==> config.mk <==
export PLATFORM = sky130hd
export DESIGN_NAME = rf_wb_arbiter_flat
export DESIGN_NICKNAME = d
export VERILOG_FILES = /design/src/rtl/rf_pkg.sv /design/src/rtl/rf_wb_arbiter_if.sv /design/src/rtl/rr_arbiter.sv /design/src/rtl/rf_wb_arbiter.sv /design/src/flat_wrapper.sv
export SDC_FILE = /design/constraint.sdc
export NUM_CORES = 1
export LEC_CHECK = 0
export ABC_AREA = 1
export BUFFER_PORTS_ARGS = -buffer_cell sky130_fd_sc_hd__buf_2
export CAP_MARGIN = 20
export CORE_MARGIN = 4
export CORE_UTILIZATION = 35
export CTS_CLUSTER_SIZE = 14
export DETAILED_ROUTE_END_ITERATION = 6
export GPL_TIMING_DRIVEN = 0
export PLACE_DENSITY = 0.66
export SETUP_SLACK_MARGIN = 0.2
export SLEW_MARGIN = 25
export SYNTH_ARGS = -nofsm -noshare
export SYNTH_HDL_FRONTEND = slang
export SYNTH_HIERARCHICAL = 1
export SYNTH_SLANG_ARGS = --single-unit
==> constraint.sdc <==
create_clock -name clk -period 3.3 [get_ports clk]
set_clock_uncertainty 0.15 [all_clocks]
set_input_delay 0.165 -clock clk [delete_from_list [all_inputs] [get_ports clk]]
set_output_delay 0.165 -clock clk [all_outputs]
set_load 0.02 [all_outputs]
==> src/rtl/rf_pkg.sv <==
// Shared register-file constants and writeback source indices.
package rf_pkg;

   localparam int REG_ADDR_W = 5;
   localparam int XLEN       = 32;

   localparam logic [REG_ADDR_W-1:0] REG_ZERO = 5'd0;

   // Writeback source slots on the arbiter request vector
   localparam int WB_SRC_ALU = 0;
   localparam int WB_SRC_LSU = 1;
   localparam int WB_SRC_CSR = 2;

endpackage

==> src/rtl/rf_wb_arbiter_if.sv <==
// Writeback request bus (sources -> arbiter) and register file write port.
interface rf_wb_if
   import rf_pkg::*;
#(
   parameter int NUM_REQ = 3,
   parameter int DATA_W  = XLEN,
   parameter int ADDR_W  = REG_ADDR_W
) ();

   localparam int ID_W = $clog2(NUM_REQ);

   logic                       hold;
   logic [NUM_REQ-1:0]         req_valid;
   logic [NUM_REQ*ADDR_W-1:0]  req_addr;
   logic [NUM_REQ*DATA_W-1:0]  req_data;
   logic [NUM_REQ-1:0]         req_ready;
   logic                       rf_we;
   logic [ADDR_W-1:0]          rf_addr;
   logic [DATA_W-1:0]          rf_wdata;
   logic [ID_W-1:0]            grant_id;
   logic                       dropped_x0;

   // Source side plus register file observer
   modport master (
      output hold, req_valid, req_addr, req_data,
      input  req_ready, rf_we, rf_addr, rf_wdata, grant_id, dropped_x0
   );

   // Arbiter side
   modport slave (
      input  hold, req_valid, req_addr, req_data,
      output req_ready, rf_we, rf_addr, rf_wdata, grant_id, dropped_x0
   );

endinterface

==> src/rtl/rr_arbiter.sv <==
// Combinational round-robin arbiter: searches req starting just after
// pointer, wrapping, and returns a one-hot grant plus its index.
module rr_arbiter #(
   parameter int N = 3,
   localparam int W = $clog2(N)
) (
   input  logic [N-1:0] req,
   input  logic [W-1:0] pointer,
   input  logic         enable,
   output logic [N-1:0] grant,
   output logic [W-1:0] index
);

   logic [W-1:0] cand;
   logic         found;

   // Pick the first requester after the pointer in circular order
   always_comb begin
      // NOTE: every output gets a default before the loop so no path leaves
      // it unassigned, which would otherwise infer a latch.
      grant = '0;
      index = '0;
      found = 1'b0;
      cand  = '0;
      for (int off = 1; off <= N; off++) begin
         cand = W'((int'(pointer) + off) % N);
         if (enable && !found && req[cand]) begin
            grant[cand] = 1'b1;
            index       = cand;
            found       = 1'b1;
         end
      end
   end

endmodule

==> src/rtl/rf_wb_arbiter.sv <==
// Register file writeback arbiter: round-robin grant among NUM_REQ sources,
// one registered stage to the write port, writes to x0 filtered out.
module rf_wb_arbiter
   import rf_pkg::*;
#(
   parameter int NUM_REQ = 3,
   parameter int DATA_W  = XLEN,
   parameter int ADDR_W  = REG_ADDR_W
) (
   input  logic   clk,
   input  logic   rst_n,
   rf_wb_if.slave bus
);

   localparam int ID_W = $clog2(NUM_REQ);

   logic [ID_W-1:0]    last_grant;
   logic [ID_W-1:0]    sel_id;
   logic [NUM_REQ-1:0] grant;
   logic               handshake;
   logic               sel_is_x0;
   logic [ADDR_W-1:0]  sel_addr;
   logic [DATA_W-1:0]  sel_data;

   // Grants are suppressed while held or while reset is asserted
   rr_arbiter #(.N(NUM_REQ)) u_rr (
      .req     (bus.req_valid),
      .pointer (last_grant),
      .enable  (!bus.hold && rst_n),
      .grant   (grant),
      .index   (sel_id)
   );

   assign bus.req_ready = grant;
   assign handshake     = |grant;
   assign sel_addr      = bus.req_addr[int'(sel_id)*ADDR_W +: ADDR_W];
   assign sel_data      = bus.req_data[int'(sel_id)*DATA_W +: DATA_W];
   assign sel_is_x0     = (sel_addr == ADDR_W'(REG_ZERO));

   // Round-robin pointer follows the last accepted source
   always_ff @(posedge clk or negedge rst_n) begin
      // NOTE: non-blocking assignments so every flop samples pre-edge values.
      if (!rst_n)
         last_grant <= ID_W'(NUM_REQ - 1);
      else if (handshake)
         last_grant <= sel_id;
   end

   // Output stage: register the winning write, discard x0 targets
   always_ff @(posedge clk or negedge rst_n) begin
      if (!rst_n) begin
         bus.rf_we      <= 1'b0;
         bus.rf_addr    <= '0;
         bus.rf_wdata   <= '0;
         bus.grant_id   <= '0;
         bus.dropped_x0 <= 1'b0;
      end else begin
         bus.rf_we      <= handshake && !sel_is_x0;
         bus.dropped_x0 <= handshake && sel_is_x0;
         if (handshake && !sel_is_x0) begin
            bus.rf_addr  <= sel_addr;
            bus.rf_wdata <= sel_data;
            bus.grant_id <= sel_id;
         end
      end
   end

endmodule

==> src/flat_wrapper.sv <==
// flat-port wrapper written by rule: the top's interface ports become plain ports
module rf_wb_arbiter_flat import rf_pkg::*;
#(
   parameter int NUM_REQ = 3,
   parameter int DATA_W  = XLEN,
   parameter int ADDR_W  = REG_ADDR_W
)
  (clk, rst_n, bus_hold, bus_req_valid, bus_req_addr, bus_req_data, bus_req_ready, bus_rf_we, bus_rf_addr, bus_rf_wdata, bus_grant_id, bus_dropped_x0);
  rf_wb_if #(.NUM_REQ(NUM_REQ), .DATA_W(DATA_W), .ADDR_W(ADDR_W)) bus_i ();
  input  logic clk;
  input  logic rst_n;
  input wire logic [$bits(bus_i.hold)-1:0] bus_hold;
  input wire logic [$bits(bus_i.req_valid)-1:0] bus_req_valid;
  input wire logic [$bits(bus_i.req_addr)-1:0] bus_req_addr;
  input wire logic [$bits(bus_i.req_data)-1:0] bus_req_data;
  output wire logic [$bits(bus_i.req_ready)-1:0] bus_req_ready;
  output wire logic [$bits(bus_i.rf_we)-1:0] bus_rf_we;
  output wire logic [$bits(bus_i.rf_addr)-1:0] bus_rf_addr;
  output wire logic [$bits(bus_i.rf_wdata)-1:0] bus_rf_wdata;
  output wire logic [$bits(bus_i.grant_id)-1:0] bus_grant_id;
  output wire logic [$bits(bus_i.dropped_x0)-1:0] bus_dropped_x0;
  assign bus_i.hold = bus_hold;
  assign bus_i.req_valid = bus_req_valid;
  assign bus_i.req_addr = bus_req_addr;
  assign bus_i.req_data = bus_req_data;
  assign bus_req_ready = bus_i.req_ready;
  assign bus_rf_we = bus_i.rf_we;
  assign bus_rf_addr = bus_i.rf_addr;
  assign bus_rf_wdata = bus_i.rf_wdata;
  assign bus_grant_id = bus_i.grant_id;
  assign bus_dropped_x0 = bus_i.dropped_x0;
  rf_wb_arbiter #(.NUM_REQ(NUM_REQ), .DATA_W(DATA_W), .ADDR_W(ADDR_W)) u_core (.clk(clk), .rst_n(rst_n), .bus(bus_i));
endmodule
Word level (Yosys, flattened, before mapping)
Cells that the tools add are included.
{"block": "word_totals", "reg_bits": 43, "in_bits": 117, "out_inout_bits": 44, "wordCells": 60}
{"block": "classes", "n_addsub": 3, "multipliers": 1, "n_div": 3, "n_lt_le_gt_ge": 6, "n_shift": 2, "n_mux": 20, "bitwise_logic": 2, "n_reduce_logical": 17}
{"operator": "32-bit by 3-bit remainder unit with 32-bit output (second input constant)", "n": 3}
{"operator": "96-bit by 8-bit variable part select with 32-bit output", "n": 1}
{"operator": "15-bit by 32-bit variable part select with 5-bit output", "n": 1}
{"operator": "1-bit logical AND", "n": 11}
{"operator": "2-bit by 3-bit < comparator with 1-bit output (second input constant)", "n": 3}
{"operator": "3-bit 2-to-1 mux", "n": 3}
{"operator": "1-bit 2-to-1 mux", "n": 8}
{"operator": "2-bit by 2-bit adder with 3-bit output (second input constant)", "n": 2}
{"operator": "1-bit binary-select mux with 2-bit select", "n": 3}
{"operator": "1-bit demux with 2-bit select", "n": 3}
{"operator": "2-bit by 1-bit greater-or-equal comparator with 1-bit output (second input constant)", "n": 3}
{"operator": "2-bit 2-to-1 mux", "n": 3}
{"operator": "3-bit OR", "n": 2}
{"operator": "5-bit logical NOT", "n": 1}
{"operator": "2-bit by 3-bit multiplier with 5-bit output (second input constant)", "n": 1}
{"operator": "1-bit logical NOT", "n": 4}
{"operator": "2-bit by 1-bit adder with 3-bit output (second input constant)", "n": 1}
{"operator": "3-bit OR reduction", "n": 1}

Logic depth before layout (Yosys ltp)
{"block": "logic_depth", "ltp_word": 19, "mapped_depth": 22, "ltp_nobuf": 20}

By module
Netlist, hierarchy kept.
{"mod": "rf_wb_arbiter", "n_inst": 1, "cells_each": 369, "area_per_inst_um2": 2491.1, "seq_area_each_um2": 1077.3}
{"mod": "rr_arbiter", "n_inst": 1, "cells_each": 57, "area_per_inst_um2": 316.6, "seq_area_each_um2": 0.0}

Worst setup path before layout
No wires, ideal clock.
{"block": "synth_timing", "path_kind": "register -> register", "from": "reg u_core.last_grant[1]", "to": "reg u_core.bus.rf_wdata[15]", "setup_time_ns": 0.117, "arrival_ns": 2.499, "required_ns": 3.033, "setup_slack_ns": 0.534, "path_stages_with_launch": 14, "n_path_buf": 2, "synth_period_minus_slack_ns": 2.766, "path_cell_list": "dfstp_2 > ha_1 > o21ai_1 > nand2_4 > nand2_4 > nor2_4 > nand2_1 > nand3_1 > nor3_2 > inv_2 > clkbuf_1 > buf_1 > nand3_1 > nand2_1"}
{"block": "synth_between", "word_cells_on_any_way": 51, "classes_between": "add/sub: 3; mul: 1; div: 3; order compare: 6; shift: 2; mux: 20; bitwise: 2; reduce/logical: 14"}
{"item": "from (decl)", "line": "rf_wb_arbiter.sv:17", "rtl": "logic [ID_W-1:0] last_grant;"}
{"item": "from (signal assigned)", "line": "rf_wb_arbiter.sv:44", "rtl": "last_grant <= ID_W'(NUM_REQ - 1);"}
{"item": "from (signal assigned)", "line": "rf_wb_arbiter.sv:46", "rtl": "last_grant <= sel_id;"}
{"item": "branches (longest 13 deep; another with 32-bit by 3-bit remainder unit with 32-bit output)"}
{"item": "3-bit 2-to-1 mux *", "line": "rr_arbiter.sv:27", "rtl": "if (enable && !found && req[cand]) begin"}
{"item": "named net bus_req_ready[0]", "line": "flat_wrapper.sv:16", "rtl": "output wire logic [$bits(bus_i.req_ready)-1:0] bus_req_ready;"}
{"item": "3-bit OR reduction *", "line": "rf_wb_arbiter.sv:35", "rtl": "assign handshake = |grant;"}
{"item": "1-bit logical AND *", "line": "rf_wb_arbiter.sv:60", "rtl": "if (handshake && !sel_is_x0) begin"}
{"item": "to (signal assigned)", "line": "rf_wb_arbiter.sv:62", "rtl": "bus.rf_wdata <= sel_data;"}
{"item": "to (decl)", "line": "rf_wb_arbiter_if.sv:32", "rtl": "output req_ready, rf_we, rf_addr, rf_wdata, grant_id, dropped_x0"}
Mark *: on every way through the listed nets, which the timed path passes. The select of a mux whose other input is x is not followed.
A chain may end at the register's enable or synchronous reset.

Worst setup path in the final report
{"block": "layout_timing", "from": "reg u_core.last_grant[1]", "to": "reg u_core.bus.rf_wdata[13]"}
{"block": "layout_between", "elab_chain_len": 19, "word_cells_on_any_way": 51, "classes_between": "add/sub: 3; mul: 1; div: 3; order compare: 6; shift: 2; mux: 20; bitwise: 2; reduce/logical: 14"}
{"item": "2-bit by 1-bit adder with 3-bit output", "line": "rr_arbiter.sv:26", "rtl": "cand = W'((int'(pointer) + off) % N);"}
{"item": "32-bit by 3-bit remainder unit with 32-bit output", "line": "rr_arbiter.sv:26"}
{"item": "1-bit binary-select mux with 2-bit select", "line": "rr_arbiter.sv:27"}
{"item": "1-bit 2-to-1 mux (not written as such)", "line": "rr_arbiter.sv:27"}
{"item": "1-bit logical AND", "line": "rr_arbiter.sv:27"}
{"item": "1-bit 2-to-1 mux", "line": "rr_arbiter.sv:27"}
{"item": "1-bit logical NOT", "line": "rr_arbiter.sv:27"}
{"item": "1-bit logical AND (2 in a row)", "line": "rr_arbiter.sv:27"}
{"item": "(+2 left out)"}
{"item": "1-bit logical AND (2 in a row)", "line": "rr_arbiter.sv:27"}
{"item": "2-bit 2-to-1 mux *", "line": "rr_arbiter.sv:27"}
{"item": "named net u_core.sel_id[1]", "line": "rf_wb_arbiter.sv:18", "rtl": "logic [ID_W-1:0] sel_id;"}
{"item": "2-bit by 3-bit multiplier with 5-bit output", "line": "rf_wb_arbiter.sv:36", "rtl": "assign sel_addr = bus.req_addr[int'(sel_id)*ADDR_W +: ADDR_W];"}
{"item": "15-bit by 32-bit variable part select with 5-bit output", "line": "rf_wb_arbiter.sv:36"}
{"item": "5-bit logical NOT", "line": "rf_wb_arbiter.sv:38", "rtl": "assign sel_is_x0 = (sel_addr == ADDR_W'(REG_ZERO));"}
{"item": "1-bit logical NOT", "line": "rf_wb_arbiter.sv:60"}
{"item": "1-bit logical AND", "line": "rf_wb_arbiter.sv:60"}
Mark *: on every way through the listed nets, which the timed path passes. The rest lies on a longest branch. The select of a mux whose other input is x is not followed.

==> qor.txt <==
Status = finished, final reports clean
R2R Path End = u_core/bus.rf_wdata[13]$_DFFE_PN0P_
GP Congestion = 0.981
Reg2reg start = u_core/last_grant[1]$_DFFE_PN1P_
First-pass GRT wire length = 15900 µm
Sequential cell area fraction in the yosys report = 38.4%
Largest net degree at the start of global routing = 43
R2R setup slack = 0.35 ns
Worst hold endpoint = u_core/bus.rf_wdata[22]$_DFFE_PN0P_
H-tree depth = 2
Fin crit period = 2.95 ns
Sequential Area = 1080 µm²
Tcrit/Tclk final = 89.5%
Setup Viol. Count Final = 0
Synthesis-to-finish area growth = 43.5%
Die width = 97.6 µm
Slew margin rel. = 60.3%
Setup crit start kind = flip-flop
Initial antenna violation count = 0
HP Class = input pin to flip-flop
Wire per inst = 14.2 µm
Inserted Clock Buffers = 5
Starting Density = 36.1%
Crit path max-delay family = simple AND/OR/NAND/NOR gates
Worst slack at placement = -0.289 ns
Ys flop type = dfrtp_1
Gr ovfl total = 0
Clock slew seen by the registers of the worst setup and hold paths = 0.09 ns
CORE AREA = 7770 µm²
Final-report hold violation count = 0
Buf/Inv on CP = 6
Multi-input gate area = 1550 µm²
Syn_area_per_cell = 6.59 µm²
Syn Nets = 547
Unique cell type count in the Yosys netlist = 26
Initial DRC count = 111
Post-synthesis cell area = 2810 µm²
GR Layer Usage met3 = 6.17%
DR vias = 3366
Share of the synthesized area in the top cell type = 37.4%
Max cap viols = 0
Setup WS post-layout = 0.347 ns
Setup CP Type = flip-flop to flip-flop
Worst Reg-to-Reg Cells = 20
Skew-Pair Late Insertion Delay = 0.29 ns
Die Ht = 97.6 µm
Antenna diodes = 0
Cells after Synth = 426
Biggest area consumer among synthesized cells = dfrtp_1
Worst EP required = 3.33 ns
# port buffers = 160
Ys Warns = 6
Number of global-route vias before repair = 3356
Routed WL = 10000 µm
Sink Count = 43
FILL cells = 839
Pwr/cell area = 952 nW/µm²
Worst vdd ir = 0.000349 V
Largest cells by area after synthesis = dfrtp_1, nand2_1, o21ai_0
Total negative setup slack = 0 ns
DR DRC count = 0
Fraction of registers with async set/reset = 100%
GRT Total Usage = 20.4%
Fraction of layout cells with a size suffix above 1 = 37.5%
Critical Path Most Common Cell = nand2_1
Cell Chain, Critical Path = ha_4, inv_2, nand2_2, nand3_2, nand2_4, nor2_4, nand2_1, nand2_1, inv_1, nand2_1, inv_2, clkbuf_4, nand3_1, nand2_1, nor2_2, nand3_2, buf_6, buf_6, nand3_1, nand2_1
Drt first pass iters = 5
Root Driver = clkbuf_8
CTS tree = yes
Nets@finish = 723
DIE AREA = 9520 µm²
Hold wc startpoint = bus_req_data[86]
Fmax = 0.339 GHz
Least-Margin Pin Slew = 0.595 ns
Worst hold stages = 5
Dpl hpwl = 7600 µm
Vias per std cell = 4.77
Layer with the highest usage = met2
CP endpoint kind = flip-flop
WP depth = 20
Site Rows = 32
Clk buf depth = 2
Antenna-violating nets left = 0
EDFF count, synth = 0
Synth Register Bits = 43
Leakage = 2.23 nW
CP Max Fanout = 10
Met2 Usage GRT = 35.3%
WP data arrival = 2.99 ns
RSZ-0062 raised after global routing = yes
IO Pins = 161
Routing usage on met1 = 24.7%
Slowest stage delay, CP = 0.60 ns
Slowest CP cell = dfstp_2
Slew Limit Fails = 0
## Yosys cell counts, types with 2 or more instances
cell type  number
clkbuf_1       14
o21ai_1        18
buf_1           3
nand2_1       149
nand4_1         4
inv_2          10
o21ai_0        50
dfrtp_1        42
nand3_2         3
nand3_1        47
o21ai_2         2
ha_1            4
buf_4           6
nor2_2          2
nor2_1         39
buf_2           3
nand2_4         2
inv_1          20
## per-layer routing
layer	routed length, µm	vias up
li1	-	1708
met1	4370	1490
met2	4630	155
met3	889	13
met4	140	0
met5	0	-
## cell families after synthesis
| family | after synthesis | share of synthesized area [%] |
|---|---|---|
| AO/OA/AOI/OAI | 71 | 12.9 |
| adder cells (fa/ha/maj) | 4 | 1.78 |
| buffers and inverters | 58 | 8.96 |
| flip-flops | 43 | 38.4 |
| AND/OR/NAND/NOR | 250 | 38.0 |
## cells in the final DEF (no fill, tap or decap), types with 2 or more instances in the layout
cell / count
o21ai_1: 17
clkbuf_8: 5
inv_1: 19
buf_2: 161
nand4_1: 4
buf_4: 12
clkbuf_1: 9
nand3_1: 47
nor2_1: 36
nand2_2: 2
nand2_4: 3
nand3_2: 3
o21ai_2: 2
nor2_4: 3
dfrtp_1: 42
ha_2: 2
nor2_2: 3
clkbuf_2: 6
o21ai_0: 50
nand2_1: 147
ha_4: 2
buf_6: 2
buf_1: 2
inv_2: 11
## state kept, by name (all words and copies together) (netlist names)
signal and cells:
u_core/bus.dropped_x0 1, u_core/bus.rf_addr 5, u_core/bus.rf_wdata 32, u_core/bus.rf_we 1, u_core/last_grant 2, u_core/bus.grant_id 2
## metrics by stage
step / util [%] / hold WS (ns) / area [µm²] / cells / power, W
floorplan: - / -0.281 / 2810 / 426 / 0.00252
global placement: 48.1 / 0.224 / 3740 / 688 / 0.00322
detailed placement: 48.1 / 0.239 / 3740 / 688 / 0.00327
global route: 51.9 / 0.0841 / 4030 / 705 / 0.00420
finish: 51.9 / 0.0576 / 4030 / 705 / 0.00384
CTS: 50.3 / 0.0540 / 3900 / 698 / 0.00372
## area by class of cell
class	instances	area share, %
clock buffers	5	1.71
flip-flops and latches	43	26.7
plain buffers	27	3.94
clock inverters	3	1.09
inverters	31	2.89
well taps	102	3.17
repair buffers	169	21.9
multi-input cells	325	38.6
## worst max path at each step
| stage | from | to | slack, ns |
|---|---|---|---|
| global route | u_core/last_grant[1]$_DFFE_PN1P_ | u_core/bus.rf_wdata[4]$_DFFE_PN0P_ | 0.17 |
| global placement | rst_n | u_core/bus.rf_wdata[4]$_DFFE_PN0P_ | -0.27 |
| CTS | u_core/last_grant[0]$_DFFE_PN0P_ | u_core/bus.rf_wdata[21]$_DFFE_PN0P_ | 0.21 |
| floorplan | u_core/last_grant[1]$_DFFE_PN1P_ | u_core/bus.rf_wdata[15]$_DFFE_PN0P_ | 0.53 |
| detailed placement | rst_n | u_core/bus.rf_wdata[13]$_DFFE_PN0P_ | -0.29 |
| finish | u_core/last_grant[1]$_DFFE_PN1P_ | u_core/bus.rf_wdata[13]$_DFFE_PN0P_ | 0.35 |
## worst min-delay path, stage by stage
cell	delay [ns]
buf_2	0.07
nand2_1	0.04
o21ai_0	0.06
nand3_1	0.07
nand2_1	0.06
## where the power goes
part | total, W | switching (W) | internal (W)
Sequential | 0.000925 | 0.000130 | 0.000795
Clock | 0.000414 | 0.000188 | 0.000226
Combinational | 0.00250 | 0.00162 | 0.000875
Total | 0.00384 | 0.00194 | 0.00190
## timing repair
action,in CTS,in global routing
hold endpoints to repair,42,0
endpoints found under the setup margin,41,41
resized for setup,9,24
hold buffers,2,0
pin swaps,0,2
setup buffers,0,7
No activity file was read; power rests on OpenSTA's default activity.
